## config.mk

```make
export PLATFORM = sky130hd
export DESIGN_NAME = reg_number_assembler
export DESIGN_NICKNAME = d
export VERILOG_FILES = /design/src/rtl/reg_op_pkg.sv /design/src/rtl/digit_accumulator.sv /design/src/rtl/reg_number_assembler.sv
export SDC_FILE = /design/constraint.sdc
export NUM_CORES = 1
export LEC_CHECK = 0
export ABC_AREA = 1
export BUFFER_PORTS_ARGS = -buffer_cell sky130_fd_sc_hd__buf_2
export CORE_ASPECT_RATIO = 0.9
export CORE_MARGIN = 3
export CORE_UTILIZATION = 56
export DETAILED_ROUTE_END_ITERATION = 6
export PLACE_DENSITY = 0.83
export SYNTH_ARGS = -nofsm -noshare
export SYNTH_HDL_FRONTEND = slang
export SYNTH_SLANG_ARGS = --single-unit
```

## constraint.sdc

```tcl
create_clock -name clk -period 4.4 [get_ports clk]
set_input_delay 0.88 -clock clk [delete_from_list [all_inputs] [get_ports clk]]
set_output_delay 0.88 -clock clk [all_outputs]
set_load 0.01 [all_outputs]
```

## src/rtl/reg_op_pkg.sv

```systemverilog
// Shared command codes, FSM states, mode selectors and elaboration helpers
// for the memory-mapped number assembler.
package reg_op_pkg;

  typedef enum logic [1:0] {
    CMD_CLEAR   = 2'd0,
    CMD_HOLD    = 2'd1,
    CMD_CAPTURE = 2'd2,
    CMD_COMMIT  = 2'd3
  } cmd_e;

  typedef enum logic [1:0] {
    EMPTY   = 2'd0,
    COLLECT = 2'd1,
    FULL    = 2'd2,
    DONE    = 2'd3
  } state_e;

  localparam int unsigned MODE_SHIFT = 0;
  localparam int unsigned MODE_DEC   = 1;

  // 10**n in 64 bits, used to size-check decimal accumulation
  function automatic longint unsigned pow10(input int unsigned n);
    longint unsigned p;
    p = 64'd1;
    for (int unsigned i = 0; i < n; i++) p = p * 64'd10;
    return p;
  endfunction

endpackage

```

## src/rtl/digit_accumulator.sv

```systemverilog
// Combinational next-value datapath: shift-concatenate a digit or
// accumulate a decimal digit, flagging decimal digits above 9.
module digit_accumulator
  import reg_op_pkg::*;
#(
  parameter int unsigned DATA_W  = 32,
  parameter int unsigned DIGIT_W = 8,
  parameter int unsigned MODE    = MODE_SHIFT
) (
  input  logic [DATA_W-1:0] number,
  input  logic [DATA_W-1:0] x,
  output logic [DATA_W-1:0] next_number,
  output logic              digit_ok
);

  // Only a slice of x feeds either mode; the rest is intentionally ignored.
  logic unused_x;
  assign unused_x = ^x;

  always_comb begin
    next_number = number;
    digit_ok    = 1'b1;
    if (MODE == MODE_DEC) begin
      digit_ok    = (x[3:0] <= 4'd9);
      next_number = (number << 3) + (number << 1) + DATA_W'(x[3:0]);
    end else begin
      next_number = (number << DIGIT_W) | DATA_W'(x[DIGIT_W-1:0]);
    end
  end

endmodule

```

## src/rtl/reg_number_assembler.sv

```systemverilog
// Processor-controlled multi-digit number assembler with change detection,
// commit handshake and sticky error, exposed at a fixed bus address.
module reg_number_assembler
  import reg_op_pkg::*;
#(
  parameter int unsigned DATA_W     = 32,
  parameter int unsigned DIGIT_W    = 8,
  parameter int unsigned MAX_DIGITS = 4,
  parameter int unsigned MODE       = MODE_SHIFT,
  parameter int unsigned ADDR_W     = 32,
  parameter logic [ADDR_W-1:0] ADDR = 32'h00400004
) (
  input  logic                              clk,
  input  logic                              rst_n,
  input  logic [1:0]                        controller,
  input  logic [DATA_W-1:0]                 x,
  input  logic                              flag,
  output logic [DATA_W-1:0]                 number,
  output logic [ADDR_W-1:0]                 direction,
  output logic [$clog2(MAX_DIGITS+1)-1:0]   digit_count,
  output logic                              ready,
  output logic                              commit_pulse,
  output logic                              error
);

  localparam int unsigned CNT_W = $clog2(MAX_DIGITS + 1);

  // Reject configurations whose digits could spill out of the number register
  if (MODE == MODE_SHIFT) begin : g_chk_shift
    if (MAX_DIGITS * DIGIT_W > DATA_W) begin : g_bad
      $error("MAX_DIGITS*DIGIT_W exceeds DATA_W");
    end
  end else begin : g_chk_dec
    if (DATA_W < 64) begin : g_narrow
      if (pow10(MAX_DIGITS) - 64'd1 >= (64'd1 << DATA_W)) begin : g_bad
        $error("decimal accumulation could wrap DATA_W");
      end
    end
  end

  state_e             state, state_n;
  logic [DATA_W-1:0]  number_n, acc_next, last_x, last_x_n;
  logic [CNT_W-1:0]   count_n, count_inc;
  logic               last_vld, last_vld_n, error_n, ready_n, commit_n;
  logic               digit_ok, capture_c;

  assign direction = ADDR;
  assign count_inc = digit_count + CNT_W'(1);

  digit_accumulator #(
    .DATA_W  (DATA_W),
    .DIGIT_W (DIGIT_W),
    .MODE    (MODE)
  ) u_acc (
    .number      (number),
    .x           (x),
    .next_number (acc_next),
    .digit_ok    (digit_ok)
  );

  // A capture is a new (or first) sample presented with CAPTURE while not inhibited
  assign capture_c = (cmd_e'(controller) == CMD_CAPTURE) && !flag &&
                     (!last_vld || (x != last_x));

  always_comb begin
    state_n    = state;
    number_n   = number;
    count_n    = digit_count;
    error_n    = error;
    last_x_n   = last_x;
    last_vld_n = last_vld;

    if (capture_c) begin
      last_x_n   = x;
      last_vld_n = 1'b1;
    end

    case (cmd_e'(controller))
      CMD_CLEAR: begin
        state_n    = EMPTY;
        number_n   = '0;
        count_n    = '0;
        error_n    = 1'b0;
        last_vld_n = 1'b0;
      end
      CMD_CAPTURE: begin
        if (capture_c) begin
          case (state)
            EMPTY, COLLECT: begin
              if (!digit_ok) begin
                error_n = 1'b1;
              end else begin
                number_n = acc_next;
                count_n  = count_inc;
                state_n  = (count_inc == CNT_W'(MAX_DIGITS)) ? FULL : COLLECT;
              end
            end
            FULL:    error_n = 1'b1;
            default: ;
          endcase
        end
      end
      CMD_COMMIT: begin
        if (state == COLLECT || state == FULL) state_n = DONE;
      end
      default: ;
    endcase

    ready_n  = (state_n == DONE);
    commit_n = (state_n == DONE) && (state != DONE);
  end

  always_ff @(posedge clk or negedge rst_n) begin
    if (!rst_n) begin
      state        <= EMPTY;
      number       <= '0;
      digit_count  <= '0;
      ready        <= 1'b0;
      commit_pulse <= 1'b0;
      error        <= 1'b0;
      last_x       <= '0;
      last_vld     <= 1'b0;
    end else begin
      state        <= state_n;
      number       <= number_n;
      digit_count  <= count_n;
      ready        <= ready_n;
      commit_pulse <= commit_n;
      error        <= error_n;
      last_x       <= last_x_n;
      last_vld     <= last_vld_n;
    end
  end

endmodule

```

==> impl_metrics.env, run 1 <==
export IMPL_vertical_die_dimension_um=82.6
export IMPL_finalHoldViolCount=0
export IMPL_total_power_mw=1.54
export IMPL_synthesis_area_per_instance_um2=7.64
export IMPL_placementRows=27
export IMPL_area_delta_synth_final_pct=13.2
export IMPL_setup_viol_count_final=0
export IMPL_holdBufCountCts=0
export IMPL_max_slew_margin_pct=40.4
export IMPL_r2r_start="last_x[16]"
export IMPL_power_switching_share_pct=31.9
export IMPL_grt_first_pass_wirelength_um=12000
export IMPL_firstDrtPassIters=4
export IMPL_worst_path_top_cell_family_by_delay="simple AND/OR/NAND/NOR gates"
export IMPL_period_minus_slack_ps=3030
export IMPL_whs_path_depth=2
export IMPL_gp_congestion=0.815
export IMPL_source_of_the_worst_hold_timing_path="number[28]"
export IMPL_vias_in_the_first_global_route=2771
export IMPL_power_share_clock_pct=32.4
export IMPL_synth_yosys_seq_area_share_pct=50.0
export IMPL_stdcell_count=641
export IMPL_synth_top_cells_by_area="dfrtp_1 50%, nand2_1 23%, buf_4 7.2%"
export IMPL_placed_cells_incl_taps=625
export IMPL_hold_end="number[28]"
export IMPL_crit_cells=12
export IMPL_critPathKind="primary input to register"
export IMPL_gr_usage_all_layers_pct=20.4
export IMPL_syn_inst=478
export IMPL_timing_fmax_mhz=330
export IMPL_timing_critical_path_fanout_max=55
export IMPL_vias_per_cell=4.63
export IMPL_drv_slew=0
export IMPL_worst_pin_slew_ps=894
export IMPL_tritoncts_num_buffers=9
export IMPL_antenna_left=0
export IMPL_p_leak_nw=2.51
export IMPL_drc=0
export IMPL_synth_top_cell_area_share_pct=50.0
export IMPL_setup_worst_path_start_class="primary input"
export IMPL_ioPinCount=107
export IMPL_cts_repair_resize_count=0
export IMPL_tritoncts="done"
export IMPL_hold_path_class="register to register"
export IMPL_num_nets_final=588
export IMPL_cpMostUsedCell="nand2_1"
export IMPL_grt_start_max_net_pins=74
export IMPL_insertion_delay_to_the_later_sink_of_the_worst_skew_pair_ps=360
export IMPL_timing_critical_path_arrival_ps=3330
export IMPL_internal_power_mw=1.05
export IMPL_synth_top_cell_by_area="dfrtp_1"
export IMPL_synth_warning_count=0
export IMPL_worstPathCellList="buf_2, inv_1, nor2_1, nor3_1, nand2_1, nor2_1, nand3_2, nand2_4, nor2_4, o21ai_4, nand2_1, nand2_1"
export IMPL_chipWidth_um=91.1
export IMPL_syn_cell_area_um2=3650
export IMPL_detail_route_iter0_violations=132
export IMPL_floorplan_initialDensity_pct=58.8
export IMPL_grt_antenna_before_repair=0
export IMPL_dpl_hpwl_um=5190
export IMPL_critical_path_cell_with_the_highest_stage_delay="o21ai_4"
export IMPL_crit_reg2reg_capture="number[5]"
export IMPL_wl_per_cell_um=11.3
export IMPL_timing_reg2reg_worst_path_depth=12
export IMPL_worst_r2r_setup_slack_ps=1620
export IMPL_worst_ep_required_time_ps=4700
export IMPL_finClkSkew_ps=14.7
export IMPL_placement_io_buffers=74
export IMPL_synth_seq_cells=73
export IMPL_core_area_um2=6220
export IMPL_post_cts_buffers=0
export IMPL_cpPeakStageDelay_ps=690
export IMPL_tritoncts_num_sinks=73
export IMPL_route_final_wire_length_um=7270
export IMPL_power_ir_vdd_worst_mv=0.233
export IMPL_grt_remaining_overflow=0
export IMPL_tcrit_tclk_final_pct=68.9
export IMPL_switching_power_summed_over_all_nets_mw=0.491
export IMPL_pwr_share_comb_pct=16.1
export IMPL_die_area_um2=7530
export IMPL_max_cap_violations=0
export IMPL_worst_path_buf_inv=2
export IMPL_outcome="finished, final reports clean"
export IMPL_routed_via_count=2969
export IMPL_seq_power_share_pct=51.5
export IMPL_rsz0062_at_grt="false"
export IMPL_n_antenna_cell=0
export IMPL_dpl_cell_area_um2=3950
export IMPL_htree_levels=3
export IMPL_worstSetupEndpointType="register"
export IMPL_ctsLongestPathBuffers=2
export IMPL_cts_root_buf="clkbuf_8"
export IMPL_drive_gt1_share_pct=17.3
export IMPL_postLayoutCellArea_um2=4140
export IMPL_totalNegativeSetupSlack_ps=0
export IMPL_cts_clk_slew_worst_paths_ps=90
export IMPL_power_density_nw_per_um2=372
export IMPL_synthDistinctLibCells=25
-- cells in the final DEF (no fill, tap or decap), types with 2 or more instances in the layout --
cell type	instances
clkinvlp_4	2
xnor2_1	6
inv_1	54
nand2_1	222
nor2_1	20
ha_1	2
conb_1	32
nand3_1	5
o21ai_0	31
dfrtp_1	73
xor2_1	5
buf_2	73
clkbuf_8	9
a211oi_1	2
inv_6	3
-- power groups by stage --
stage          clock network (mW)  logic [mW]  registers, mW
5_1_grt                     0.544       0.290          0.803
4_1_cts                     0.513       0.250          0.792
3_5_place_dp                    0       0.249          0.804
2_1_floorplan                   0       0.179          0.803
6_report                    0.499       0.247          0.793
3_3_place_gp                    0       0.238          0.801
-- worst register-to-register path: stages, from the launching register on --
cell and delay [ps]:
dfrtp_1 390, inv_1 60, nand2_1 60, nand2_1 50
nor3_1 140, nand2_1 90, nor2_1 160, nand3_2 130
nand2_4 410, nor2_4 270, o21ai_4 700, nand2_1 160
nand2_1 120
-- cell type report --
cell class | instances | area (µm²)
Fill cell | 548 | 2080
Timing Repair Buffer | 74 | 373
Clock inverter | 7 | 61.3
Sequential cell | 73 | 1830
Tap cell | 87 | 109
Inverter | 55 | 206
Clock buffer | 9 | 124
Multi-Input combinational cell | 336 | 1440
-- cell usage after synthesis, drive strengths merged --
library cell,count
a22oi,1
dfrtp,73
nor2,22
xor2,5
clkbuf,9
inv,55
a211oi,2
a21oi,1
buf,35
ha,2
o21ai,33
nand2,223
nand3,6
nor3,1
a21boi,1
xnor2,6
conb,2
nand4,1
-- kinds of logic (layout without fill, tap and decap cells) --
group / Yosys count / in the layout / share of synthesized area (%)
other: 2 / 32 / 0.206
AOI/OAI and AO/OA: 38 / 38 / 5.79
buffers and inverters: 99 / 145 / 13.8
xor gates and xnor gates: 11 / 11 / 2.64
DFF: 73 / 73 / 50.0
adders and majority gates: 2 / 2 / 0.685
and+or+nand+nor: 253 / 253 / 26.9
-- state kept, by name, indices dropped and copies added, names as in the netlist --
name,count
last_x,32
number,32
digit_count,3
state,2
commit_pulse,1
ready,1
last_vld,1
error,1
-- metrics by stage --
| step | worst slack [ps] | util (%) | hold WS, ps |
|---|---|---|---|
| after floorplan | 2240 | - | 464 |
| final | 1370 | 66.5 | 475 |
| after global placement | 1100 | 63.6 | 450 |
| after global routing | 1090 | 66.5 | 500 |
| after detailed placement | 1010 | 63.6 | 456 |
| after CTS | 1390 | 66.5 | 479 |
-- routing by layer --
layer	part of all wire (%)	wire length (µm)	GRT usage, %	up-vias
met3	7.5	548	6.70	10
met2	49	3590	34.8	103
li1	-	-	-	1506
met4	1.5	107	9.34	0
met1	42	3030	23.7	1350
met5	0	0	0	-
-- worst max-delay path by stage --
stage                     start              to  slack [ps]
after global routing      x[17]       number[0]        1090
after floorplan           x[17]  digit_count[0]        2240
final                     x[17]       number[5]        1370
after detailed placement  x[17]       number[5]        1010
after CTS                 x[17]       number[5]        1390
after global placement    x[17]      number[23]        1100
Power figures use the tool's default switching activity.
==> inputs of run 2 (changes only) <==
--- a/config.mk
+++ b/config.mk
@@ -9,9 +9,9 @@
 export BUFFER_PORTS_ARGS = -buffer_cell sky130_fd_sc_hd__buf_2
 export CORE_ASPECT_RATIO = 0.9
 export CORE_MARGIN = 3
-export CORE_UTILIZATION = 56
+export CORE_UTILIZATION = 47
 export DETAILED_ROUTE_END_ITERATION = 6
-export PLACE_DENSITY = 0.83
+export PLACE_DENSITY = 0.74
 export SYNTH_ARGS = -nofsm -noshare
 export SYNTH_HDL_FRONTEND = slang
 export SYNTH_SLANG_ARGS = --single-unit
==> constraint.sdc (replaced) <==
create_clock -name clk -period 2.7 [get_ports clk]
set_input_delay 0.54 -clock clk [delete_from_list [all_inputs] [get_ports clk]]
set_output_delay 0.54 -clock clk [all_outputs]
set_load 0.01 [all_outputs]
==> impl_metrics.env, run 2 (synthesis gave the netlist of run 1 again) <==
export IMPL_route_final_wire_length_um=7390
export IMPL_total_power_mw=2.50
export IMPL_grt_first_pass_wirelength_um=11900
export IMPL_post_route_worst_setup_slack_ps=435
export IMPL_worstPathCellList="inv_1, nor2_1, nor3_1, nand2_1, nor2_1, nand3_2, nand2_4, buf_4, inv_1, nand2_1, o21ai_0"
export IMPL_finClkSkew_ps=12.4
export IMPL_worst_ep_required_time_ps=2920
export IMPL_holdBufCountCts=0
export IMPL_die_area_um2=8870
export IMPL_gp_congestion=0.787
export IMPL_floorplan_initialDensity_pct=50.1
export IMPL_final_fill_count=677
export IMPL_tcrit_tclk_final_pct=83.9
export IMPL_commonest_non_fill_non_tap_cell_in_the_layout="nand2_1"
export IMPL_final_cell_mix="222 x nand2_1, 73 x dfrtp_1, 73 x buf_2"
export IMPL_timing_critical_path_fanout_max=50
export IMPL_critical_path_cell_with_the_highest_stage_delay="buf_4"
export IMPL_vias_in_the_first_global_route=2628
export IMPL_post_place_ws_ps=148
export IMPL_tritoncts="done"
export IMPL_vertical_die_dimension_um=89.6
export IMPL_chipWidth_um=98.9
export IMPL_timing_fmax_mhz=442
export IMPL_worst_pin_slew_ps=910
export IMPL_placement_io_buffers=74
export IMPL_htree_levels=3
export IMPL_insertion_delay_to_the_later_sink_of_the_worst_skew_pair_ps=350
export IMPL_placementRows=29
export IMPL_outcome="finished, final reports clean"
export IMPL_grt_start_max_net_pins=74
export IMPL_finalHoldViolCount=0
export IMPL_grt_antenna_before_repair=0
export IMPL_cpPeakStageDelay_ps=390
export IMPL_post_cts_buffers=0
export IMPL_max_cap_violations=0
export IMPL_tritoncts_num_sinks=73
export IMPL_power_ir_vdd_worst_mv=0.391
export IMPL_setup_worst_path_start_class="register"
export IMPL_drv_slew=0
export IMPL_p_leak_nw=2.52
export IMPL_rsz0062_at_grt="false"
export IMPL_cts_clk_slew_worst_paths_ps=80
export IMPL_setup_viol_count_final=0
export IMPL_cts_repair_resize_count=0
export IMPL_timing_critical_path_arrival_ps=2490
export IMPL_final_seq_area_um2=1830
export IMPL_gr_usage_all_layers_pct=17.1
export IMPL_period_minus_slack_ps=2260
export IMPL_worstSetupEndpointType="register"
export IMPL_wl_per_cell_um=11.4
export IMPL_num_nets_final=590
export IMPL_firstDrtPassIters=4
export IMPL_grt_remaining_overflow=0
export IMPL_power_density_nw_per_um2=602
export IMPL_detail_route_iter0_violations=142
export IMPL_tritoncts_num_buffers=9
export IMPL_drive_gt1_share_pct=17.6
export IMPL_dpl_hpwl_um=5310
export IMPL_totalNegativeSetupSlack_ps=0
export IMPL_n_antenna_cell=0
export IMPL_vias_per_cell=4.48
export IMPL_largestRegisters="last_x: 32 flops, number: 32 flops, digit_count: 3 flops"
export IMPL_hold_path_class="primary input to async pin"
export IMPL_area_delta_synth_final_pct=13.8
export IMPL_critPathKind="register to register"
export IMPL_multiInputGateArea_um2=1440
export IMPL_ctsLongestPathBuffers=2
export IMPL_drc=0
export IMPL_routed_via_count=2908
export IMPL_antenna_left=0
export IMPL_max_slew_margin_pct=39.3
export IMPL_core_area_um2=7290
export IMPL_ioPinCount=107
export IMPL_cts_root_buf="clkbuf_8"
==> run 2: critical path, delay by kind of cell, from the launching register on <==
kind / cells / cell delay (ps)
buf+inv: 3 / 780
compound gates: 1 / 80
simple gates: 7 / 900
flops: 1 / 370
==> run 2: worst paths after layout <==
kind	startpoint	to	slack, ps	cells past startpoint
min in group clk	x[1]	number[1]	420	3
min reg2reg	number[31]	number[31]	470	2
min	rst_n	number[23]	310	1
max reg2reg	last_x[15]	last_x[15]	440	11
max	last_x[15]	last_x[15]	440	11
max in group asynchronous	rst_n	state[0]	1790	1
==> run 2: final cells by class <==
| cell class | instances | area share (%) |
|---|---|---|
| Clock buffer | 9 | 2.98 |
| Clock inverter | 7 | 1.47 |
| Inverter | 55 | 4.96 |
| Multi-Input combinational cell | 336 | 34.5 |
| Sequential cell | 73 | 43.9 |
| Tap cell | 93 | 2.80 |
| Timing Repair Buffer | 76 | 9.33 |
==> run 2: routing by layer <==
metal | up-vias | global-route usage [%] | routed length [µm]
met3 | 7 | 5.48 | 447
met2 | 74 | 28.0 | 3400
met1 | 1318 | 22.2 | 3480
li1 | 1509 | - | -
met4 | 0 | 4.47 | 61
met5 | - | 0 | 0
==> run 2: report_power, final <==
group / internal (mW) / switching [mW] / total [mW] / leakage (nW)
sequential: 1.21 / 0.0859 / 1.29 / 0.960
clock: 0.351 / 0.458 / 0.809 / 0.0888
combinational: 0.154 / 0.249 / 0.403 / 1.47
==> run 2: metrics by stage <==
step	utilization [%]	hold WS (ps)	instances	cell area, µm²
2_1_floorplan	-	244	508	3770
3_3_place_gp	54.5	449	633	3970
3_5_place_dp	54.5	453	633	3970
4_1_cts	57.0	348	649	4160
5_1_grt	57.0	391	649	4160
6_report	57.0	314	649	4160
==> inputs of run 3 (changes only) <==
--- a/config.mk
+++ b/config.mk
@@ -9,9 +9,9 @@
 export BUFFER_PORTS_ARGS = -buffer_cell sky130_fd_sc_hd__buf_2
 export CORE_ASPECT_RATIO = 0.9
 export CORE_MARGIN = 3
-export CORE_UTILIZATION = 47
+export CORE_UTILIZATION = 52
 export DETAILED_ROUTE_END_ITERATION = 6
-export PLACE_DENSITY = 0.74
+export PLACE_DENSITY = 0.78
 export SYNTH_ARGS = -nofsm -noshare
 export SYNTH_HDL_FRONTEND = slang
 export SYNTH_SLANG_ARGS = --single-unit
==> constraint.sdc (replaced) <==
create_clock -name clk -period 2.3 [get_ports clk]
set_input_delay 0.46 -clock clk [delete_from_list [all_inputs] [get_ports clk]]
set_output_delay 0.46 -clock clk [all_outputs]
set_load 0.01 [all_outputs]
==> impl_metrics.env, run 3 (synthesis gave the netlist of run 1 again) <==
export IMPL_worst_r2r_setup_slack_ps=270
export IMPL_power_share_clock_pct=36.0
export IMPL_rsz0062_at_grt="false"
export IMPL_n_antenna_cell=0
export IMPL_timing_fmax_mhz=492
export IMPL_worst_pin_slew_ps=557
export IMPL_final_cell_mix="222 x nand2_1, 73 x dfrtp_1, 73 x buf_2"
export IMPL_p_leak_nw=2.57
export IMPL_grt_first_pass_wirelength_um=11500
export IMPL_vias_per_cell=4.58
export IMPL_timing_reg2reg_worst_path_depth=11
export IMPL_grt_start_max_net_pins=55
export IMPL_worst_ep_required_time_ps=2520
export IMPL_pwr_share_comb_pct=15.6
export IMPL_antenna_left=0
export IMPL_dpl_hpwl_um=5150
export IMPL_internal_power_mw=2.23
export IMPL_gp_congestion=0.799
export IMPL_vias_in_the_first_global_route=2652
export IMPL_drc=0
export IMPL_placement_io_buffers=74
export IMPL_max_slew_margin_pct=62.9
export IMPL_grt_antenna_before_repair=0
export IMPL_insertion_delay_to_the_later_sink_of_the_worst_skew_pair_ps=340
export IMPL_outcome="finished, final reports clean"
export IMPL_fin_util_pct=63.5
export IMPL_htree_levels=3
export IMPL_timing_critical_path_arrival_ps=2250
export IMPL_die_area_um2=8070
export IMPL_ioPinCount=107
export IMPL_drv_slew=0
export IMPL_critPathKind="register to register"
export IMPL_grt_remaining_overflow=0
export IMPL_cts_repair_resize_count=0
export IMPL_vertical_die_dimension_um=85.5
export IMPL_totalNegativeSetupSlack_ps=0
export IMPL_crit_reg2reg_capture="last_x[15]"
export IMPL_floorplan_initialDensity_pct=54.6
export IMPL_tcrit_tclk_final_pct=88.4
export IMPL_setup_worst_path_start_class="register"
export IMPL_setup_viol_count_final=0
export IMPL_holdBufCountCts=0
export IMPL_route_final_wire_length_um=7130
export IMPL_detail_route_iter0_violations=147
export IMPL_worstSetupEndpointType="register"
export IMPL_tritoncts_num_sinks=73
export IMPL_tritoncts="done"
export IMPL_commonest_non_fill_non_tap_cell_in_the_layout="nand2_1"
export IMPL_cts_clk_slew_worst_paths_ps=80
export IMPL_num_nets_final=592
export IMPL_firstDrtPassIters=4
export IMPL_ctsLongestPathBuffers=2
export IMPL_largestRegisters="last_x: 32 flops, number: 32 flops, digit_count: 3 flops"
export IMPL_placementRows=28
export IMPL_power_density_nw_per_um2=735
export IMPL_finalHoldViolCount=0
export IMPL_hold_path_class="primary input to async pin"
export IMPL_timing_critical_path_fanout_max=54
export IMPL_power_switching_share_pct=28.6
export IMPL_power_ir_vdd_worst_mv=0.431
export IMPL_seq_power_share_pct=48.5
export IMPL_post_cts_buffers=0
export IMPL_r2r_start="last_x[15]"
export IMPL_core_area_um2=6690
export IMPL_max_cap_violations=0
export IMPL_tritoncts_num_buffers=9
export IMPL_cts_root_buf="clkbuf_8"
export IMPL_finClkSkew_ps=8.25
export IMPL_wl_per_cell_um=11.0
export IMPL_switching_power_summed_over_all_nets_mw=0.894
export IMPL_drive_gt1_share_pct=17.9
export IMPL_routed_via_count=2967
export IMPL_area_delta_synth_final_pct=16.2
export IMPL_period_minus_slack_ps=2030
export IMPL_chipWidth_um=94.4
export IMPL_gr_usage_all_layers_pct=18.3
[run 3: cell count changes in the layout (fill, tap and decap cells not counted)]
| cell | delta |
|---|---|
| clkinv_2 | +1 |
| bufinv_16 | +2 |
| clkinvlp_4 | -2 |
| buf_12 | +3 |
| buf_4 | -1 |
| inv_8 | -1 |
[run 3: power by group through the flow]
stage	Sequential, mW	Clock (mW)	Combinational [mW]
2_1_floorplan	1.54	0	0.342
3_3_place_gp	1.53	0	0.473
3_5_place_dp	1.54	0	0.488
4_1_cts	1.51	1.16	0.491
5_1_grt	1.53	1.21	0.561
6_report	1.51	1.12	0.486
[run 3: cell type report]
type / instances / area [µm²]
clock buffers: 9 / 124
repair buffers: 78 / 440
clock inverters: 7 / 100
inverters: 55 / 206
flip-flops and latches: 73 / 1830
multi-input cells: 336 / 1440
well taps: 90 / 113
fillers: 591 / 2440
[run 3: layer usage]
metal  vias to the layer above  GRT usage (%)  share of wire, %
li1                       1525              -                 -
met1                      1337           23.6                44
met2                        92           28.5                47
met3                        13           6.40               7.8
met4                         0           6.69               1.9
met5                         -              0                 0
[run 3: how the worst max path moves through the flow]
| stage | to | startpoint |
|---|---|---|
| final | last_x[15] | last_x[15] |
| after global routing | last_x[0] | last_x[14] |
| after CTS | last_x[0] | last_x[14] |
| after detailed placement | last_x[0] | x[5] |
| after global placement | last_x[0] | x[17] |
| after floorplan | digit_count[0] | x[17] |
[run 3: stage by stage]
| step | cells | instance area [µm²] | hold slack (ps) | worst slack, ps | power [mW] |
|---|---|---|---|---|---|
| 3_5_place_dp | 632 | 4020 | 454 | 119 | 2.02 |
| 6_report | 648 | 4250 | 92.0 | 268 | 3.12 |
| 3_3_place_gp | 632 | 4020 | 449 | 157 | 2.00 |
| 5_1_grt | 648 | 4250 | 124 | 25.7 | 3.30 |
| 4_1_cts | 648 | 4250 | 106 | 298 | 3.16 |
| 2_1_floorplan | 508 | 3770 | 164 | 560 | 1.88 |
[run 3: worst max-delay path, stage by stage, from the launching register on]
cell and delay (ps):
dfrtp_1 360, inv_1 100, nor2_1 50, nor3_1 200, nand2_1 80, nor2_1 190
nand3_2 150, nand2_4 110, buf_12 220, inv_1 240, nand2_1 110, o21ai_0 80
